$ cat src/rtl/pkg_tpu.sv
// Shared vector-lane types: write-back source ids, token and data formats.
// The arbiter uses the token only as an opaque payload of $bits(pipe_exe_tmp_t).
package pkg_tpu;

    localparam int WB_NUM_SRC = 4;

    typedef enum logic [1:0] {
        WB_LDST1 = 2'd0,
        WB_LDST2 = 2'd1,
        WB_MATH  = 2'd2,
        WB_MV    = 2'd3
    } wb_src_t;

    typedef logic [31:0] data_t;

    // issue_no lets the register file resolve ordering across sources
    typedef struct packed {
        logic [15:0] issue_no;
        logic [7:0]  dst_reg;
        logic [7:0]  lane_mask;
        logic [31:0] aux;
    } pipe_exe_tmp_t;

    // Next round-robin start position after a grant, modulo the number of sources.
    function automatic logic [1:0] rr_after(input logic [1:0] grant, input int num_src);
        logic [1:0] nxt;
        nxt = 2'((32'(grant) + 32'd1) % 32'(num_src));
        return nxt;
    endfunction

endpackage

$ cat src/rtl/wb_src_fifo.sv
// Per-source write-back FIFO; a write while full is accepted when a read happens in the same cycle.
module wb_src_fifo #(
    parameter int DEPTH = 8,
    parameter int W     = 96
) (
    input  logic                   clock,
    input  logic                   reset,
    input  logic                   I_We,
    input  logic                   I_Re,
    input  logic [W-1:0]           I_Data,
    output logic [W-1:0]           O_Data,
    output logic                   O_Full,
    output logic                   O_Empty,
    output logic [$clog2(DEPTH):0] O_Count
);

    localparam int AW = $clog2(DEPTH);

    logic [W-1:0]  mem [DEPTH];
    logic [AW-1:0] wr_ptr;
    logic [AW-1:0] rd_ptr;
    logic [AW:0]   count;
    logic          do_we;
    logic          do_re;

    assign O_Full  = (count == (AW+1)'(DEPTH));
    assign O_Empty = (count == '0);
    assign O_Count = count;
    assign O_Data  = mem[rd_ptr];

    assign do_re = I_Re & ~O_Empty;
    assign do_we = I_We & (~O_Full | do_re);

    always_ff @(posedge clock or negedge reset) begin
        if (!reset) begin
            wr_ptr <= '0;
            rd_ptr <= '0;
            count  <= '0;
        end else begin
            if (do_we) wr_ptr <= wr_ptr + 1'b1;
            if (do_re) rd_ptr <= rd_ptr + 1'b1;
            case ({do_we, do_re})
                2'b10:   count <= count + 1'b1;
                2'b01:   count <= count - 1'b1;
                default: count <= count;
            endcase
        end
    end

    // Storage is not reset; count and pointers alone define which entries are live.
    always_ff @(posedge clock) begin
        if (do_we) mem[wr_ptr] <= I_Data;
    end

endmodule

$ cat src/rtl/wb_arbiter_v.sv
// Vector-lane write-back arbiter: per-source FIFOs, round-robin grant into a registered
// register-file write request, early stall for in-flight MA results, sticky overflow flags.
import pkg_tpu::*;

module wb_arbiter_v #(
    parameter int NUM_SRC  = WB_NUM_SRC,
    parameter int DEPTH    = 8,
    parameter int TOKEN_W  = $bits(pipe_exe_tmp_t),
    parameter int DATA_W   = $bits(data_t),
    parameter int STALL_HR = 2
) (
    input  logic                   clock,
    input  logic                   reset,
    input  logic [NUM_SRC-1:0]     I_Valid,
    input  logic [NUM_SRC*TOKEN_W-1:0] I_Token,
    input  logic [NUM_SRC*DATA_W-1:0]  I_Data,
    input  logic                   I_WB_Ready,
    output logic                   O_WB_Valid,
    output logic [TOKEN_W-1:0]     O_WB_Token,
    output logic [DATA_W-1:0]      O_WB_Data,
    output logic [1:0]             O_WB_Src,
    output logic                   O_Stall,
    output logic [NUM_SRC-1:0]     O_Overflow,
    output logic                   O_Idle
);

    localparam int CNT_W = $clog2(DEPTH) + 1;
    localparam int FW    = TOKEN_W + DATA_W;

    logic [NUM_SRC-1:0] full;
    logic [NUM_SRC-1:0] empty;
    logic [NUM_SRC-1:0] push;
    logic [NUM_SRC-1:0] pop;
    logic [FW-1:0]      head  [NUM_SRC];
    logic [CNT_W-1:0]   count [NUM_SRC];

    logic       advance;
    logic       grant_vld;
    logic [1:0] grant;
    logic [1:0] idx;
    logic [1:0] rr_ptr;

    assign advance = ~O_WB_Valid | I_WB_Ready;

    genvar i;
    generate
        for (i = 0; i < NUM_SRC; i++) begin : g_fifo
            wb_src_fifo #(
                .DEPTH (DEPTH),
                .W     (FW)
            ) u_fifo (
                .clock   (clock),
                .reset   (reset),
                .I_We    (push[i]),
                .I_Re    (pop[i]),
                .I_Data  ({I_Token[i*TOKEN_W +: TOKEN_W], I_Data[i*DATA_W +: DATA_W]}),
                .O_Data  (head[i]),
                .O_Full  (full[i]),
                .O_Empty (empty[i]),
                .O_Count (count[i])
            );
        end
    endgenerate

    // First non-empty FIFO at or after rr_ptr, wrapping modulo NUM_SRC.
    always_comb begin
        grant_vld = 1'b0;
        grant     = '0;
        idx       = '0;
        for (int unsigned k = 0; k < NUM_SRC; k++) begin
            idx = 2'((32'(rr_ptr) + k) % 32'(NUM_SRC));
            if (!grant_vld && !empty[idx]) begin
                grant_vld = 1'b1;
                grant     = idx;
            end
        end
    end

    always_comb begin
        pop = '0;
        if (advance && grant_vld) pop[grant] = 1'b1;
    end

    // A push into a full FIFO survives only when that FIFO pops in the same cycle.
    assign push = I_Valid & (~full | pop);

    always_ff @(posedge clock or negedge reset) begin
        if (!reset) begin
            O_WB_Valid <= 1'b0;
            O_WB_Token <= '0;
            O_WB_Data  <= '0;
            O_WB_Src   <= '0;
            rr_ptr     <= '0;
        end else if (advance) begin
            if (grant_vld) begin
                O_WB_Valid <= 1'b1;
                O_WB_Token <= head[grant][FW-1:DATA_W];
                O_WB_Data  <= head[grant][DATA_W-1:0];
                O_WB_Src   <= grant;
                rr_ptr     <= rr_after(grant, NUM_SRC);
            end else begin
                O_WB_Valid <= 1'b0;
            end
        end
    end

    always_ff @(posedge clock or negedge reset) begin
        if (!reset) begin
            O_Overflow <= '0;
        end else begin
            O_Overflow <= O_Overflow | (I_Valid & full & ~pop);
        end
    end

    always_comb begin
        O_Stall = 1'b0;
        for (int unsigned k = 0; k < NUM_SRC; k++) begin
            if (32'(count[k]) >= 32'(DEPTH - STALL_HR)) O_Stall = 1'b1;
        end
    end

    assign O_Idle = (&empty) & ~O_WB_Valid;

endmodule

$ cat config.mk
export PLATFORM = sky130hd
export DESIGN_NAME = wb_arbiter_v
export DESIGN_NICKNAME = d
export VERILOG_FILES = /design/src/rtl/pkg_tpu.sv /design/src/rtl/wb_src_fifo.sv /design/src/rtl/wb_arbiter_v.sv
export SDC_FILE = /design/constraint.sdc
export NUM_CORES = 2
export LEC_CHECK = 0
export ABC_AREA = 1
export CORE_AREA = 5 5 581 583
export CTS_BUF_LIST = sky130_fd_sc_hd__clkbuf_4 sky130_fd_sc_hd__clkbuf_8
export DETAILED_ROUTE_END_ITERATION = 10
export DIE_AREA = 0 0 586 588
export GPL_ROUTABILITY_DRIVEN = 1
export PLACE_DENSITY = 0.65
export SYNTH_ARGS = -nofsm -noshare
export SYNTH_HDL_FRONTEND = slang
export SYNTH_SLANG_ARGS = --single-unit
$ cat constraint.sdc
create_clock -name clock -period 6.6 [get_ports clock]
set_clock_uncertainty 0.15 [all_clocks]
set_input_delay 0.99 -clock clock [delete_from_list [all_inputs] [get_ports clock]]
set_output_delay 0.99 -clock clock [all_outputs]
set_load 0.005 [all_outputs]
==> out/summary.txt <==
Die width -> 586 um
RSZ-0062 raised after global routing -> false
Hold wc startpoint -> O_WB_Token[47]$_DFFE_PN0N_
FILL cells -> 29.5k
Number of antenna violations at the first check in global routing -> 172
Syn Area/Cell -> 12.7 um^2
GRT Total Usage -> 0.243
Layout cells sized above 1 -> 0.0966
Distinct cells, synth -> 39
Worst-margin pin slew -> 1.16 ns
Worst Setup SP -> rr_ptr[0]$_DFFE_PN0N_
Top_reg_cell synth -> edfxtp_1
Max clock buf depth -> 4
Max-cap violation count -> 0
# IOs -> 496
Status -> finished clean
HPWL Detailed -> 279 mm
Number of synthesized flops with an enable pin -> 3072
Fin Hold WS -> 0.335 ns
Crit Path Class -> flip-flop to flip-flop
Register area -> 95900 um^2
# setup viols final -> 0
Most common cell on crit path -> nand3_1
Crit end category -> flip-flop
Fin nets -> 11.0k
Time the worst path needs with I/O delays and setup -> 5.04 ns
Peak Freq -> 198 MHz
Congestion Overflow GR -> 0
Crit-path max FO -> 108
Period utilization -> 0.763
Worst EP required -> 7.25 ns
Rows -> 212
Die area -> 345000 um^2
Post-synthesis sequential area ratio -> 0.744
Delay-heaviest family, CP -> simple AND/OR/NAND/NOR gates
Area grow syn2layout -> 15.8%
Hold worst-path end -> O_WB_Token[47]$_DFFE_PN0N_
Reg-to-Reg Start -> rr_ptr[0]$_DFFE_PN0N_
CTS resizes -> 0
Netlist Area Pre-Place -> 129000 um^2
Clock slew at reported path FFs -> 0.06 ns
Finished Cell Area -> 149000 um^2
TNS Setup -> 0 ns
Die Y -> 588 um
Port Buffers -> 495
First drt pass iteration count -> 6
Worst reg-to-reg path cell count -> 13
Leak -> 0.0526 uW
Via count -> 86.6k
Final slew viol count -> 0
First-pass GRT wire length -> 608 mm
Power Density -> 498 nW/um^2
Syn Nets -> 10.5k
Wirelength, routed -> 433 mm
Synthesis warning total -> 0
Clk_lat worst skew -> 1.18 ns
Multi-input gate area -> 28800 um^2
Final ANT Viol Nets -> 0
Vias/cell -> 5.59
Final hold violation count -> 0
Final core occ -> 0.449
CP Cell Sequence -> inv_2 > nand3_1 > nand3_1 > nand2_1 > nor2_1 > nor2_1 > nand2_8 > nand2_8 > nand3_1 > nand2_1 > nand3_1 > nor2_4 > buf_12
Total CTS buffers -> 536
CP max stage cell -> nor2_4
Worst slew margin -> 0.224
Clock Sinks -> 3217
CTS tree -> built
Number of cells on the worst hold path -> 2
Setup Buffers After CTS -> 0
R2r endpoint -> g_fifo[0].u_fifo.mem[2][52]$_DFFE_PP_
Critical Path AT -> 5.69 ns
RePlAce Congestion -> 1.00
Critical Path Max Stage Delay -> 0.73 ns
H-tree Lvls -> 6
Post-DP Area -> 138000 um^2
R2R Setup Slk -> 1.56 ns
Core area -> 332000 um^2
Gate Count Post-Synth -> 10.1k
Hold Path Class -> flip-flop to flip-flop
Peak VDD IR -> 614 uV
Async SR Flop Fraction -> 0.0451
Pin count of the biggest net entering global routing -> 254
CTS root buffer -> clkbuf_8
DR iter-0 viols -> 10.2k
Yosys reg bits -> 3217
Starting Density -> 0.388
Final Power -> 74300 uW
Drc violations -> 0
Crit path buffers/inverters -> 2
DR WL/cell -> 27.9 um
Vias in the first global route -> 82.0k
CP Launch Type -> flip-flop
-- registers in the layout (all words and copies together), names as in the netlist, 2 cells and up --
| register | count |
|---|---|
| O_WB_Token | 64 |
| O_Overflow | 4 |
| g_fifo.u_fifo.rd_ptr | 12 |
| O_WB_Src | 2 |
| g_fifo.u_fifo.O_Count | 16 |
| g_fifo.u_fifo.mem | 3072 |
| rr_ptr | 2 |
| g_fifo.u_fifo.wr_ptr | 12 |
| O_WB_Data | 32 |
-- where the power goes --
part	total (uW)	internal [uW]	switching, uW	leakage (uW)
clock	17400	9260	8150	0.00550
combinational	29200	7600	21600	0.0175
sequential	27700	25700	1980	0.0296
-- layout make-up --
class,instances,share of cell area
Timing Repair Buffer,632,0.0444
Antenna cell,74,0.00124
Clock inverter,207,0.00970
Multi-Input combinational cell,5795,0.193
Sequential cell,3217,0.643
Tap cell,4387,0.0368
Inverter,430,0.0112
Clock buffer,737,0.0604
-- layout by cell type, fill, tap and decap left out, types with 3 or more instances in the layout --
cell,synthesis,routed
clkinvlp_4,0,15
dfrtp_1,145,133
nor2_1,52,19
clkinv_2,0,41
inv_6,0,20
nand2_8,0,3
xnor2_1,12,12
buf_4,4,86
o21ai_0,266,265
diode_2,0,74
buf_12,0,50
clkinv_8,0,9
xor2_1,15,15
nand2_1,2409,2409
nand2_2,7,5
nand3_1,1128,1128
inv_12,0,5
a221o_1,264,264
clkbuf_8,0,555
nor4_1,4,4
nor2_2,6,7
inv_8,0,13
ha_1,20,20
clkdlybuf4s50_1,0,494
nor2_4,2,34
inv_2,7,3
clkbuf_4,0,182
a22o_1,126,126
edfxtp_1,3072,3072
nand3b_1,129,129
inv_1,420,415
clkinv_1,3,104
dfrtp_4,0,12
bufinv_16,0,9
nand4_1,36,36
o21bai_1,3,3
a21oi_1,1299,1299
-- logic make-up after synthesis --
| family | count (synthesis) | synth area share |
|---|---|---|
| buffers and inverters | 1123 | 0.0346 |
| AOI/OAI and AO/OA | 1965 | 0.0906 |
| DFF | 3217 | 0.744 |
| and+or+nand+nor | 3780 | 0.126 |
| xor gates and xnor gates | 28 | 0.00196 |
| muxes | 2 | 0.000175 |
| adders and majority gates | 20 | 0.00194 |
-- worst reg2reg max path, stage by stage (launching register included) --
cell and delay, ns:
dfrtp_1 0.68, inv_2 0.14, nand3_1 0.19, nand3_1 0.13, nand2_1 0.13, nor2_1 0.06
nor2_1 0.28, nand2_8 0.43, nand2_8 0.44, nand3_1 0.28, nand2_1 0.33, nand3_1 0.33
nor2_4 0.73, buf_12 0.35
-- worst max-delay path by stage --
| stage | endpoint | slack, ns | cells past startpoint |
|---|---|---|---|
| final | g_fifo[0].u_fifo.mem[2][52]$_DFFE_PP_ | 1.56 | 13 |
| after floorplan | g_fifo[1].u_fifo.mem[2][0]$_DFFE_PP_ | 0.14 | 6 |
| after CTS | g_fifo[0].u_fifo.mem[2][68]$_DFFE_PP_ | 1.59 | 13 |
| after detailed placement | g_fifo[0].u_fifo.mem[2][52]$_DFFE_PP_ | 1.63 | 13 |
| after global placement | g_fifo[0].u_fifo.mem[2][64]$_DFFE_PP_ | 1.60 | 13 |
| after global routing | g_fifo[0].u_fifo.mem[2][68]$_DFFE_PP_ | 1.30 | 13 |
-- repair_timing --
item / CTS / global route
hold endpoints to repair: 78 / 0
hold buffers: 1 / 0
setup endpoints to repair: 0 / 0
-- metal layers --
layer | track usage | vias to the layer above | part of all wire
li1 | - | 38000 | -
met1 | 0.311 | 42600 | 0.37
met2 | 0.362 | 4863 | 0.44
met3 | 0.0588 | 1042 | 0.097
met4 | 0.177 | 62 | 0.084
met5 | 0 | - | 0.00096
-- per-stage QoR --
step,setup slack (ns),instances
global placement,1.60,14500
finish,1.56,15500
detailed placement,1.63,14500
global route,1.30,15400
CTS,1.59,15400
floorplan,0.136,10100
-- synthesized netlist by cell type, drive strengths merged, types with 20 or more instances --
master | count | area share
dfrtp | 145 | 0.028
o21ai | 266 | 0.010
buf | 217 | 0.0082
edfxtp | 3072 | 0.72
nor2 | 60 | 0.0020
inv | 427 | 0.012
ha | 20 | 0.0019
nand4 | 36 | 0.0017
nand3 | 1131 | 0.044
a22o | 126 | 0.0086
nand2 | 2417 | 0.071
clkbuf | 476 | 0.014
a221o | 264 | 0.021
nand3b | 129 | 0.0075
a21oi | 1299 | 0.050
(Power assumes the default switching activity.)
